===== src/rtl/mem_arbiter_if.sv =====
// Bus bundle for mem_arbiter: fetch port, load/store port and the shared memory port.
// slave is the arbiter's view; master is the view of the pipeline/memory around it.
interface mem_arbiter_if #(
    parameter int DATA_WIDTH = 32
);
    logic                  IReq_i;
    logic [DATA_WIDTH-1:0] IAddr_i;
    logic [DATA_WIDTH-1:0] IRdata_o;
    logic                  IReady_o;

    logic                  DReq_i;
    logic                  DWe_i;
    logic [DATA_WIDTH-1:0] DAddr_i;
    logic [DATA_WIDTH-1:0] DWdata_i;
    logic [3:0]            DByteEn_i;
    logic [DATA_WIDTH-1:0] DRdata_o;
    logic                  DReady_o;

    logic                  StallF_o;
    logic                  StallM_o;

    logic                  MemReq_o;
    logic                  MemWe_o;
    logic [DATA_WIDTH-1:0] MemAddr_o;
    logic [DATA_WIDTH-1:0] MemWdata_o;
    logic [3:0]            MemByteEn_o;
    logic [DATA_WIDTH-1:0] MemRdata_i;

    modport slave (
        input  IReq_i, IAddr_i, DReq_i, DWe_i, DAddr_i, DWdata_i, DByteEn_i, MemRdata_i,
        output IRdata_o, IReady_o, DRdata_o, DReady_o, StallF_o, StallM_o,
               MemReq_o, MemWe_o, MemAddr_o, MemWdata_o, MemByteEn_o
    );

    modport master (
        output IReq_i, IAddr_i, DReq_i, DWe_i, DAddr_i, DWdata_i, DByteEn_i, MemRdata_i,
        input  IRdata_o, IReady_o, DRdata_o, DReady_o, StallF_o, StallM_o,
               MemReq_o, MemWe_o, MemAddr_o, MemWdata_o, MemByteEn_o
    );
endinterface


===== src/rtl/mem_arbiter.sv =====
// Arbiter sharing one fixed-latency memory between the fetch and load/store ports.
// Optional macro ARB_ROUND_ROBIN_EN: round-robin tie-break instead of data-first priority.
module mem_arbiter #(
    parameter int DATA_WIDTH = 32,
    parameter int LATENCY    = 2
) (
    input  logic         clk,
    input  logic         rst,
    mem_arbiter_if.slave bus
);
    localparam int            CW       = $clog2(LATENCY + 1);
    localparam logic [CW-1:0] CNT_LOAD = CW'(LATENCY - 1);

    typedef enum logic [1:0] {
        IDLE,
        BUSY_I,
        BUSY_D
    } state_t;

    state_t                state;
    state_t                next_state;
    logic [CW-1:0]         cnt;
    logic [DATA_WIDTH-1:0] lat_addr;
    logic [DATA_WIDTH-1:0] lat_wdata;
    logic                  lat_we;
    logic [3:0]            lat_be;
    logic                  busy;
    logic                  done;
    logic                  grant_i;
    logic                  grant_d;
    logic                  pick_d;

    assign busy = (state != IDLE);
    assign done = busy && (cnt == '0);

`ifdef ARB_ROUND_ROBIN_EN
    // Tie-break favours whichever port was not granted most recently.
    logic last_d;

    always_ff @(posedge clk or posedge rst) begin
        if (rst) begin
            last_d <= 1'b1;
        end else if (grant_i || grant_d) begin
            last_d <= grant_d;
        end
    end

    assign pick_d = ~last_d;
`else
    assign pick_d = 1'b1;
`endif

    always_ff @(posedge clk or posedge rst) begin
        if (rst) begin
            state     <= IDLE;
            cnt       <= '0;
            lat_addr  <= '0;
            lat_wdata <= '0;
            lat_we    <= 1'b0;
            lat_be    <= '0;
        end else begin
            state <= next_state;
            if (grant_d) begin
                cnt       <= CNT_LOAD;
                lat_addr  <= bus.DAddr_i;
                lat_wdata <= bus.DWdata_i;
                lat_we    <= bus.DWe_i;
                lat_be    <= bus.DByteEn_i;
            end else if (grant_i) begin
                cnt       <= CNT_LOAD;
                lat_addr  <= bus.IAddr_i;
                lat_wdata <= '0;
                lat_we    <= 1'b0;
                lat_be    <= '0;
            end else if (busy && cnt != '0) begin
                cnt <= cnt - CW'(1);
            end
        end
    end

    // On completion only the other port may be handed the memory; the
    // just-served port must pass through IDLE so its new address is seen.
    always_comb begin
        next_state = state;
        grant_i    = 1'b0;
        grant_d    = 1'b0;
        case (state)
            IDLE: begin
                if (bus.IReq_i && bus.DReq_i) begin
                    grant_d = pick_d;
                    grant_i = ~pick_d;
                end else if (bus.DReq_i) begin
                    grant_d = 1'b1;
                end else if (bus.IReq_i) begin
                    grant_i = 1'b1;
                end
            end
            BUSY_I: begin
                if (done) begin
                    if (bus.DReq_i) grant_d = 1'b1;
                    else            next_state = IDLE;
                end
            end
            BUSY_D: begin
                if (done) begin
                    if (bus.IReq_i) grant_i = 1'b1;
                    else            next_state = IDLE;
                end
            end
            default: next_state = IDLE;
        endcase
        if (grant_i)      next_state = BUSY_I;
        else if (grant_d) next_state = BUSY_D;
    end

    always_comb begin
        bus.MemReq_o    = busy;
        bus.MemWe_o     = busy & lat_we;
        bus.MemAddr_o   = busy ? lat_addr  : '0;
        bus.MemWdata_o  = busy ? lat_wdata : '0;
        bus.MemByteEn_o = busy ? lat_be    : '0;
        bus.IReady_o    = (state == BUSY_I) && done;
        bus.DReady_o    = (state == BUSY_D) && done;
        bus.IRdata_o    = bus.IReady_o ? bus.MemRdata_i : '0;
        bus.DRdata_o    = (bus.DReady_o && !lat_we) ? bus.MemRdata_i : '0;
        bus.StallF_o    = bus.IReq_i & ~bus.IReady_o;
        bus.StallM_o    = bus.DReq_i & ~bus.DReady_o;
    end
endmodule


===== src/flat_wrapper.sv =====
// flat-port wrapper written by rule: the top's interface ports become plain ports
module mem_arbiter_flat 
#(
    parameter int DATA_WIDTH = 32,
    parameter int LATENCY    = 2
)
  (clk, rst, bus_IReq_i, bus_IAddr_i, bus_DReq_i, bus_DWe_i, bus_DAddr_i, bus_DWdata_i, bus_DByteEn_i, bus_MemRdata_i, bus_IRdata_o, bus_IReady_o, bus_DRdata_o, bus_DReady_o, bus_StallF_o, bus_StallM_o, bus_MemReq_o, bus_MemWe_o, bus_MemAddr_o, bus_MemWdata_o, bus_MemByteEn_o);
  mem_arbiter_if #(.DATA_WIDTH(DATA_WIDTH)) bus_i ();
  input  logic clk;
  input  logic rst;
  input wire logic [$bits(bus_i.IReq_i)-1:0] bus_IReq_i;
  input wire logic [$bits(bus_i.IAddr_i)-1:0] bus_IAddr_i;
  input wire logic [$bits(bus_i.DReq_i)-1:0] bus_DReq_i;
  input wire logic [$bits(bus_i.DWe_i)-1:0] bus_DWe_i;
  input wire logic [$bits(bus_i.DAddr_i)-1:0] bus_DAddr_i;
  input wire logic [$bits(bus_i.DWdata_i)-1:0] bus_DWdata_i;
  input wire logic [$bits(bus_i.DByteEn_i)-1:0] bus_DByteEn_i;
  input wire logic [$bits(bus_i.MemRdata_i)-1:0] bus_MemRdata_i;
  output wire logic [$bits(bus_i.IRdata_o)-1:0] bus_IRdata_o;
  output wire logic [$bits(bus_i.IReady_o)-1:0] bus_IReady_o;
  output wire logic [$bits(bus_i.DRdata_o)-1:0] bus_DRdata_o;
  output wire logic [$bits(bus_i.DReady_o)-1:0] bus_DReady_o;
  output wire logic [$bits(bus_i.StallF_o)-1:0] bus_StallF_o;
  output wire logic [$bits(bus_i.StallM_o)-1:0] bus_StallM_o;
  output wire logic [$bits(bus_i.MemReq_o)-1:0] bus_MemReq_o;
  output wire logic [$bits(bus_i.MemWe_o)-1:0] bus_MemWe_o;
  output wire logic [$bits(bus_i.MemAddr_o)-1:0] bus_MemAddr_o;
  output wire logic [$bits(bus_i.MemWdata_o)-1:0] bus_MemWdata_o;
  output wire logic [$bits(bus_i.MemByteEn_o)-1:0] bus_MemByteEn_o;
  assign bus_i.IReq_i = bus_IReq_i;
  assign bus_i.IAddr_i = bus_IAddr_i;
  assign bus_i.DReq_i = bus_DReq_i;
  assign bus_i.DWe_i = bus_DWe_i;
  assign bus_i.DAddr_i = bus_DAddr_i;
  assign bus_i.DWdata_i = bus_DWdata_i;
  assign bus_i.DByteEn_i = bus_DByteEn_i;
  assign bus_i.MemRdata_i = bus_MemRdata_i;
  assign bus_IRdata_o = bus_i.IRdata_o;
  assign bus_IReady_o = bus_i.IReady_o;
  assign bus_DRdata_o = bus_i.DRdata_o;
  assign bus_DReady_o = bus_i.DReady_o;
  assign bus_StallF_o = bus_i.StallF_o;
  assign bus_StallM_o = bus_i.StallM_o;
  assign bus_MemReq_o = bus_i.MemReq_o;
  assign bus_MemWe_o = bus_i.MemWe_o;
  assign bus_MemAddr_o = bus_i.MemAddr_o;
  assign bus_MemWdata_o = bus_i.MemWdata_o;
  assign bus_MemByteEn_o = bus_i.MemByteEn_o;
  mem_arbiter #(.DATA_WIDTH(DATA_WIDTH), .LATENCY(LATENCY)) u_core (.clk(clk), .rst(rst), .bus(bus_i));
endmodule

===== config.mk =====
export PLATFORM = sky130hd
export DESIGN_NAME = mem_arbiter_flat
export DESIGN_NICKNAME = d
export VERILOG_FILES = /design/src/rtl/mem_arbiter_if.sv /design/src/rtl/mem_arbiter.sv /design/src/flat_wrapper.sv
export SDC_FILE = /design/constraint.sdc
export NUM_CORES = 1
export LEC_CHECK = 0
export BUFFER_PORTS_ARGS = -buffer_cell sky130_fd_sc_hd__buf_2
export CAP_MARGIN = 20
export CORE_MARGIN = 1
export CORE_UTILIZATION = 39
export DETAILED_ROUTE_END_ITERATION = 16
export GPL_TIMING_DRIVEN = 0
export PLACE_DENSITY = 0.78
export SLEW_MARGIN = 25
export SYNTH_ARGS = -nofsm -noshare
export SYNTH_HDL_FRONTEND = slang
export SYNTH_SLANG_ARGS = --single-unit

===== constraint.sdc =====
create_clock -name clk -period 1.9 [get_ports clk]
set_clock_uncertainty 0.15 [all_clocks]
set_input_delay 0.095 -clock clk [delete_from_list [all_inputs] [get_ports clk]]
set_output_delay 0.095 -clock clk [all_outputs]
set_load 0.03 [all_outputs]

==> metrics.md, run 1 <==
| Metric | Value |
|---|---|
| Status | aborted with a tool error |
| Failed at | global routing |
| Run Error | [ERROR GRT-0232] Routing congestion too high. Check the congestion heatmap in the GUI. |
| Placement Setup Slack | -337 ps |
| Die X | 106 um |
| Register area share after synthesis | 43.2% |
| Area contributors post-synth | dfrtp_1, and2_1, a22o_1, a2111oi_0, a31oi_1 |
| Initial Util | 40.6% |
| Top FF cell, synth | dfrtp_1 |
| Rows | 37 |
| Htree depth | 3 |
| Yosys top cell by area | dfrtp_1 |
| Syn_nets | 598 |
| Root Driver | clkbuf_8 |
| # port buffers | 274 |
| Mapped Cells | 460 |
| Post-Syn Area | 4230 um^2 |
| Placed Cells | 872 |
| Boundary Pins | 275 |
| Worst End Pin Type | register input |
| Mean area per synthesized cell | 9.19 um^2 |
| Synth Register Bits | 73 |
| Clock Sinks | 73 |
| Synth top area share | 43.2% |
| Post-GRT worst EP | u_core.lat_addr[8]$_DFFE_PP0N_/D |
| CTS buffer count | 9 |
| Async set or reset register ratio after synthesis | 100% |
| Max clock buf depth | 2 |
| Synth cell types | 26 |
| Syn. warnings | 0 |
| Largest net degree at the start of global routing | 34 |
| GRT Total Usage | 90.4% |
| Routability congestion estimate | 0.896 |
| DIE HEIGHT | 106 um |
| GRT overflow | 460 |
| Post-DP HPWL | 11200 um |
| Post-synth EDFFs | 0 |
[synthesized netlist by cell type, types with 2 or more instances]
| master | instances |
|---|---|
| clkbuf_1 | 42 |
| a21oi_1 | 2 |
| and3b_1 | 2 |
| inv_1 | 5 |
| nand2_1 | 2 |
| nor2b_1 | 3 |
| o21ai_1 | 3 |
| or3_1 | 2 |
| and2_1 | 134 |
| a2111oi_0 | 32 |
| nor2_1 | 4 |
| buf_2 | 9 |
| buf_6 | 3 |
| nand3_1 | 33 |
| o21ai_0 | 32 |
| dfrtp_1 | 73 |
| a22o_1 | 37 |
| a31oi_1 | 32 |
| nand2b_1 | 3 |
[kinds of logic after synthesis]
logic type	Yosys count	synth area share, %
simple gates	187	26.5
buf+inv	59	6.04
flops	73	43.2
compound gates	140	23.9
fa+ha+maj	1	0.296
[layer usage]
| layer | overflow | track usage, % |
|---|---|---|
| met5 | 0 | 13.8 |
| met3 | 3 | 68.3 |
| met4 | 143 | 109 |
| met1 | 1 | 84.3 |
| met2 | 313 | 113 |
[repair_timing]
item | CTS
endpoints found under the hold margin | 143
hold buffers | 104
resized for setup | 600
buffers inserted | 37
cloned | 23
pin swaps | 131
endpoints found under the setup margin | 206
[per-stage QoR]
step | cell area (um^2) | TNS [ps] | utilization, %
after floorplan | 4230 | 0 | -
after global placement | 5770 | -24880 | 55.4
after detailed placement | 5810 | -31550 | 55.8
after CTS | 9650 | -31000 | 92.6
==> inputs of run 2 (changes only) <==
CORE_AREA = 2 2 106 108   (was unset)
CORE_MARGIN = unset   (was 1)
CORE_UTILIZATION = unset   (was 39)
DIE_AREA = 0 0 108 110   (was unset)
PLACE_DENSITY = unset   (was 0.78)
PLACE_DENSITY_LB_ADDON = 0.15   (was unset)
clock period = 2.45 ns   (was 1.9 ns; I/O delays follow)
==> metrics.md, run 2 <==
| Metric | Value |
|---|---|
| GRT overflow | 0 |
| Post-DP HPWL | 11100 um (-0.93%) |
| CP required | 2570 ps |
| Later-pin clock latency in the skew report | 330 ps |
| Total die area | 11900 um^2 |
| Critical-path cell list | inv_1 -> ha_1 -> clkbuf_4 -> and3b_1 -> buf_2 -> a211o_4 -> a31oi_1 -> dlygate4sd3_1 |
| Data arrival, critical path | 2510 ps |
| Leak | 0.00360 uW |
| CTS tree | done |
| Starting DRC count in detailed routing | 288 |
| Syn_nets | 598 (unchanged) |
| Fin nets | 989 |
| Most common cell in the netlist | and2_1 |
| N_diodes | 0 |
| Post-synth EDFFs | 0 (unchanged) |
| Synth Register Bits | 73 (unchanged) |
| Routability congestion estimate | 0.876 (-2.2%) |
| Largest net degree at the start of global routing | 38 |
| Top FF cell, synth | dfrtp_1 |
| Peak VDD IR | 0.672 mV |
| Yosys top cell by area | dfrtp_1 |
| CP bufs+invs | 4 |
| Family with the most delay on the worst path | buffers and inverters |
| Rows | 38 (+2.7%) |
| Setup tns final | 0 ps |
| Vias post-DR | 5166 |
| CTS clk-pin slew, worst paths | 80 ps |
| Syn. warnings | 0 (unchanged) |
| DRC | 0 |
| Fraction of layout cells with a size suffix above 1 | 37.8% |
| Most frequent cells in the layout | buf_2, and2_1, dlygate4sd3_1 |
| Synth cell types | 26 (unchanged) |
| Mean area per synthesized cell | 9.19 um^2 (unchanged) |
| Area contributors post-synth | dfrtp_1, and2_1, a22o_1, a2111oi_0, a31oi_1 |
| Worst Tran Pin Value | 457 ps |
| First-pass iteration count of the detailed router | 5 |
| Final Max Tran Viols | 0 |
| Wire length per cell | 16.4 um |
| Hold_ws | 201 ps |
| MaxCap Viol Count | 0 |
| Max_slew headroom | 68.7% |
| Crit share post-route | 97.4% |
| Setup crit start kind | flop |
| Crit. End Element | flop |
| Crit Path Max Fanout | 10 |
| # port buffers | 274 (unchanged) |
| Area growth, synth to finish | 68.1% |
| WS Path Type | flop to flop |
| Register area share after synthesis | 43.2% (unchanged) |
| Vias/cell | 5.19 |
| DIE HEIGHT | 110 um (+3.7%) |
| Mapped Cells | 460 (unchanged) |
| Power per cell area | 1130 nW/um^2 |
| First-pass GRT wire length | 24400 um |
| Final wirelength | 16300 um |
| Post-Syn Area | 4230 um^2 (unchanged) |
| Antenna Nets Post-Route | 0 |
| Max clock buf depth | 2 (unchanged) |
| Synth top area share | 43.2% (unchanged) |
| # setup viols final | 0 |
| Most common cell after layout, fill and taps aside | buf_2 |
| Largest registers | u_core.lat_addr x32, u_core.lat_wdata x32, u_core.lat_be x4 |
| CTS buffer count | 9 (unchanged) |
| Initial Util | 39.5% (-1.1 points) |
| Fin crit period | 2390 ps |
| Boundary Pins | 275 (unchanged) |
| CP max stage cell | dlygate4sd3_1 |
| GRT Total Usage | 25.8% |
| Top cells by count, synth | and2_1, dfrtp_1, clkbuf_1 |
| Internal reg-to-reg setup slack | 60 ps |
| Initial antenna violation count | 0 |
| Clock Sinks | 73 (unchanged) |
| Max incr delay on CP | 560 ps |
| Status | completed |
| Root Driver | clkbuf_8 |
| RSZ-0062 raised after global routing | yes |
| Die X | 108 um (+1.8%) |
| Async set or reset register ratio after synthesis | 100% (unchanged) |
| Vias in the first global route | 4949 |
| Core Region | 10700 um^2 |
| Fin. Hold Viols | 0 |
| Fmax | 419 MHz |
| Htree depth | 3 (unchanged) |
| Worst Hold Class | input port to async pin |
-- run 2: cell counts after synthesis --
No cell type changed its count.
-- run 2: final timing paths --
| kind | endpoint | cells past startpoint | startpoint |
|---|---|---|---|
| worst max-delay path | u_core.lat_addr[9]$_DFFE_PP0N_ | 8 | u_core.cnt[0]$_DFFE_PP0P_ |
| worst min-delay path | u_core.lat_wdata[1]$_DFFE_PP0N_ | 3 | rst |
| worst max register to register | u_core.lat_addr[9]$_DFFE_PP0N_ | 8 | u_core.cnt[0]$_DFFE_PP0P_ |
| worst min register to register | u_core.lat_wdata[9]$_DFFE_PP0N_ | 1 | u_core.lat_wdata[9]$_DFFE_PP0N_ |
| max in group asynchronous | u_core.state[0]$_DFFE_PP0P_ | 4 | rst |
| min in group clk | u_core.lat_addr[10]$_DFFE_PP0N_ | 5 | bus_DReq_i |
-- run 2: timing repair --
action,in CTS,in global routing
setup endpoints to repair,60,129
hold buffers,104,0
buffers inserted,0,1
pin swaps,0,1
hold endpoints to repair,106,0
cloned,0,0
gates resized for setup,9,40
-- run 2: cell families after synthesis --
| group | Yosys count | share of synthesized area [%] |
|---|---|---|
| AOI/OAI and AO/OA | 140 | 23.9 |
| adders and majority gates | 1 | 0.296 |
| buffers and inverters | 59 | 6.04 |
| DFF | 73 | 43.2 |
| and+or+nand+nor | 187 | 26.5 |
-- run 2: worst reg2reg max path, stage by stage (launching register included) --
cell,delay (ps)
dfrtp_1,360
inv_1,50
ha_1,200
clkbuf_4,170
and3b_1,180
buf_2,170
a211o_4,350
a31oi_1,130
dlygate4sd3_1,560
-- run 2: cell type report --
| type | count | area (um^2) |
|---|---|---|
| fillers | 898 | 3590 |
| repair buffers | 380 | 2440 |
| multi-input cells | 328 | 2180 |
| flip-flops and latches | 73 | 1830 |
| plain buffers | 54 | 275 |
| well taps | 140 | 175 |
| clock buffers | 10 | 128 |
| clock inverters | 5 | 57.6 |
| inverters | 5 | 21.3 |
-- run 2: layer usage --
metal | share of wire, % | GRT usage (%) | vias to the layer above
li1 | - | - | 2448
met1 | 44 | 34.8 | 2481
met2 | 49 | 42.9 | 215
met3 | 5.6 | 4.53 | 22
met4 | 1.4 | 7.60 | 0
met5 | 0 | 0 | -
-- run 2: stage by stage --
stage	cells	area, um^2	utilization, %	power [uW]	setup WS, ps
finish	995	7110	66.4	8060	63.4
global route	995	7110	66.4	8580	-39.0
CTS	994	7040	65.8	7950	7.19
detailed placement	875	5800	54.2	6840	115
global placement	874	5770	54.0	6770	-603
floorplan	460	4230	-	5400	324
-- run 2: report_power, final --
part / leakage (uW) / switching (uW) / internal [uW]
Combinational: 0.00261 / 3310 / 1820
Clock: 0.0000961 / 456 / 466
Sequential: 0.000889 / 268 / 1740
(Power assumes the default switching activity.)
==> inputs of run 3 (changes only) <==
ABC_AREA = 1   (was unset)
CORE_AREA = unset   (was 2 2 106 108)
CORE_MARGIN = 1   (was unset)
CORE_UTILIZATION = 40   (was unset)
DIE_AREA = unset   (was 0 0 108 110)
==> metrics.md, run 3 <==
| Metric | Value |
|---|---|
| Synth Register Bits | 73 (unchanged) |
| Worst Hold Depth | 5 |
| DIE HEIGHT | 108 um (-1.6%) |
| Placed Cells | 1115 (+27%) |
| Crit share post-route | 93.5% (-3.9 points) |
| GRT overflow | 0 (unchanged) |
| CTS tree | done |
| Vias post-DR | 5820 (+13%) |
| DR WL met2 | 8830 um (+12%) |
| Seq pwr share | 24.7% (-0.2 points) |
| Routability congestion estimate | 0.771 (-12%) |
| Status | completed |
| R2r startpoint | u_core.cnt[0]$_DFFE_PP0P_ |
| Internal | 4240 uW (+5.4%) |
| Largest net degree at the start of global routing | 39 (+2.6%) |
| Clock network fraction of design power | 15.3% (+3.9 points) |
| Die X | 108 um (+0.20%) |
| N_diodes | 0 (unchanged) |
| WHS Endpoint | u_core.lat_addr[17]$_DFFE_PP0N_ |
| Total power | 8620 uW (+6.9%) |
| Total die area | 11700 um^2 (-1.4%) |
| Area of the multi-input gates | 2020 um^2 (-7.3%) |
| CP required | 2520 ps (-50 ps) |
| Final Max Tran Viols | 0 (unchanged) |
| Most frequent cells in the layout | buf_2, nand2_1, nor2_1 |
| Vias in the first global route | 5540 (+12%) |
| Final Worst Setup Slack | 160 ps (+96.2 ps) |
| # Post-CTS Setup Buffers | 0 (unchanged) |
| Leak | 0.00453 uW (+26%) |
| Fin nets | 1215 (+23%) |
| Met3 routed WL | 1020 um (+12%) |
| Internal reg-to-reg setup slack | 160 ps (+100 ps) |
| CP max stage cell | dlygate4sd3_1 |
| Post-Syn Area | 4510 um^2 (+6.8%) |
| Mapped Cells | 700 (+52%) |
| Core Region | 10900 um^2 (+2.2%) |
| Placement Setup Slack | 481 ps (+366 ps) |
| Sw Pwr | 4380 uW (+8.4%) |
| Clock Sinks | 73 (unchanged) |
| Power per cell area | 1180 nW/um^2 (+3.9%) |
| Worst R2R End | u_core.lat_addr[16]$_DFFE_PP0N_ |
| Critical-path cell list | inv_1 -> ha_2 -> inv_2 -> nand2_4 -> nand2_4 -> buf_8 -> buf_6 -> nand2_1 -> nand2_1 -> dlygate4sd3_1 -> nand2_1 -> nand2_1 |
| Fmax | 437 MHz (+4.2%) |
| Top cells by count, synth | nand2_1, nor2_1, inv_1 |
| Cells on worst reg2reg path | 12 (+4) |
| Later-pin clock latency in the skew report | 320 ps (about the same) |
| Final Non-Filler Cells | 1222 (+23%) |
| Rows | 38 (unchanged) |
| First-pass GRT wire length | 25800 um (+5.7%) |
| Async set or reset register ratio after synthesis | 100% (unchanged) |
| WS Path Type | flop to flop |
| Data arrival, critical path | 2360 ps (-150 ps) |
| First-pass iteration count of the detailed router | 6 (+1) |
| Area growth, synth to finish | 62.1% |
| Net Sw Frac | 50.8% (+0.70 points) |
| Fraction of layout cells with a size suffix above 1 | 30.4% (-7.4 points) |
| Syn_nets | 838 (+40%) |
| RSZ-0062 raised after global routing | no |
| Largest registers | u_core.lat_addr x32, u_core.lat_wdata x32, u_core.lat_be x4 |
| Peak VDD IR | 0.556 mV (-17%) |
| Gate power share | 60.0% (-3.7 points) |
| Most common cell after layout, fill and taps aside | buf_2 |
| Sequential cell area | 1830 um^2 (unchanged) |
| Area contributors post-synth | dfrtp_1, nand2_1, nor2_1, nand4_1, inv_1 |
| Initial antenna violation count | 0 (unchanged) |
| # port buffers | 274 (unchanged) |
| Antenna Nets Post-Route | 0 (unchanged) |
| Worst Tran Pin Value | 501 ps (+44.0 ps) |
| GRT Total Usage | 28.8% (+3.0 points) |
| Htree depth | 3 (unchanged) |
| Max_slew headroom | 66.6% (-2.1 points) |
| Initial Util | 41.3% (+1.8 points) |
| Post-synth EDFFs | 0 (unchanged) |
| Highest metal used | met4 |
| Vias/cell | 4.76 (-8.3%) |
| Wire length per cell | 13.7 um (-16%) |
| Crit. End Element | flop |
| Starting DRC count in detailed routing | 288 (unchanged) |
| Setup crit start kind | flop |
| Max clock buf depth | 2 (unchanged) |
| MaxCap Viol Count | 0 (unchanged) |
| DRC | 0 (unchanged) |
| Register area share after synthesis | 40.5% (-2.7 points) |
| Boundary Pins | 275 (unchanged) |
| Met1 wire length | 6240 um (-14%) |
| Worst Hold Class | input port to flop |
| Most frequent CP cell | nand2_1 |
| Max incr delay on CP | 540 ps (-20 ps) |
| Setup tns final | 0 ps (unchanged) |
| Yosys top cell by area | dfrtp_1 |
| Most common cell in the netlist | nand2_1 |
| Final wirelength | 16700 um (+2.6%) |
| # setup viols final | 0 (unchanged) |
| CTS buffer count | 9 (unchanged) |
| Top FF cell, synth | dfrtp_1 |
| Hold path startpoint | bus_DAddr_i[17] |
| Fin crit period | 2290 ps (-96.2 ps) |
| Syn. warnings | 0 (unchanged) |
| Mean area per synthesized cell | 6.45 um^2 (-30%) |
| Synth cell types | 21 (-19%) |
| CTS clk-pin slew, worst paths | 60 ps (-20 ps) |
| Synth top area share | 40.5% (-2.7 points) |
| Crit Path Max Fanout | 10 (unchanged) |
| Root Driver | clkbuf_16 |
| Fin. Hold Viols | 0 (unchanged) |
| Fillcell total | 1038 (+16%) |
| Post-DP HPWL | 11800 um (+6.5%) |
-- run 3: cell families (layout without fill, tap and decap cells) --
kind of cell | Yosys count | after routing | synth area share [%]
AO/OA/AOI/OAI | 2 | 2 | 0.277
XOR/XNOR | 1 | 1 | 0.194
adder cells (fa/ha/maj) | 1 | 1 | 0.277
buffers and inverters | 166 | 548 | 15.1
flip-flops | 73 | 73 | 40.5
AND/OR/NAND/NOR | 457 | 457 | 43.7
-- run 3: layout make-up --
class,count,share of cell area [%]
flip-flops and latches,73,25.0
well taps,140,2.39
multi-input cells,461,27.6
clock inverters,7,1.06
repair buffers,366,31.5
clock buffers,9,3.08
inverters,115,5.93
plain buffers,51,3.49
-- run 3: how the worst max path moves through the flow --
stage / from / endpoint / slack [ps] / depth (start not counted)
after floorplan: rst / u_core.cnt[0]$_DFFE_PP0P_ / 320 / 1
after global placement: rst / u_core.lat_addr[16]$_DFFE_PP0N_ / -660 / 2
after detailed placement: u_core.cnt[0]$_DFFE_PP0P_ / u_core.lat_addr[31]$_DFFE_PP0N_ / 480 / 7
after CTS: u_core.cnt[0]$_DFFE_PP0P_ / u_core.lat_addr[16]$_DFFE_PP0N_ / 20 / 12
after global routing: u_core.cnt[0]$_DFFE_PP0P_ / u_core.lat_addr[16]$_DFFE_PP0N_ / 10 / 12
final: u_core.cnt[0]$_DFFE_PP0P_ / u_core.lat_addr[16]$_DFFE_PP0N_ / 160 / 12
-- run 3: worst max-delay path, delay by kind of cell (launching register included) --
| kind | cells | cell delay [ps] |
|---|---|---|
| AND/OR/NAND/NOR | 6 | 420 |
| flip-flops | 1 | 380 |
| adder cells (fa/ha/maj) | 1 | 230 |
| buffers and inverters | 5 | 1000 |
-- run 3: timing repair --
action | in CTS | in global routing
endpoints found under the hold margin | 103 | 0
resized for setup | 0 | 10
endpoints found under the setup margin | 0 | 16
hold buffers | 91 | 0
-- run 3: per-layer routing --
| layer | up-vias | GRT usage, % |
|---|---|---|
| met5 | - | 0 |
| met4 | 0 | 12.9 |
| met3 | 35 | 5.49 |
| met2 | 222 | 54.2 |
| met1 | 2665 | 30.9 |
| li1 | 2898 | - |
-- run 3: through the flow --
stage,area [um^2],utilization [%],hold WS [ps]
3_5_place_dp,6080,55.6,30.0
5_1_grt,7320,66.9,12.4
4_1_cts,7300,66.7,2.15
3_3_place_gp,6060,55.4,176
2_1_floorplan,4510,-,89.7
6_report,7320,66.9,14.9
-- run 3: power groups by stage --
stage	registers (uW)	logic (uW)	clock network [uW]
6_report	2130	5170	1320
5_1_grt	2210	5680	1400
4_1_cts	2120	5150	1340
3_5_place_dp	2130	4940	0
3_3_place_gp	2110	4890	0
2_1_floorplan	2050	3570	0
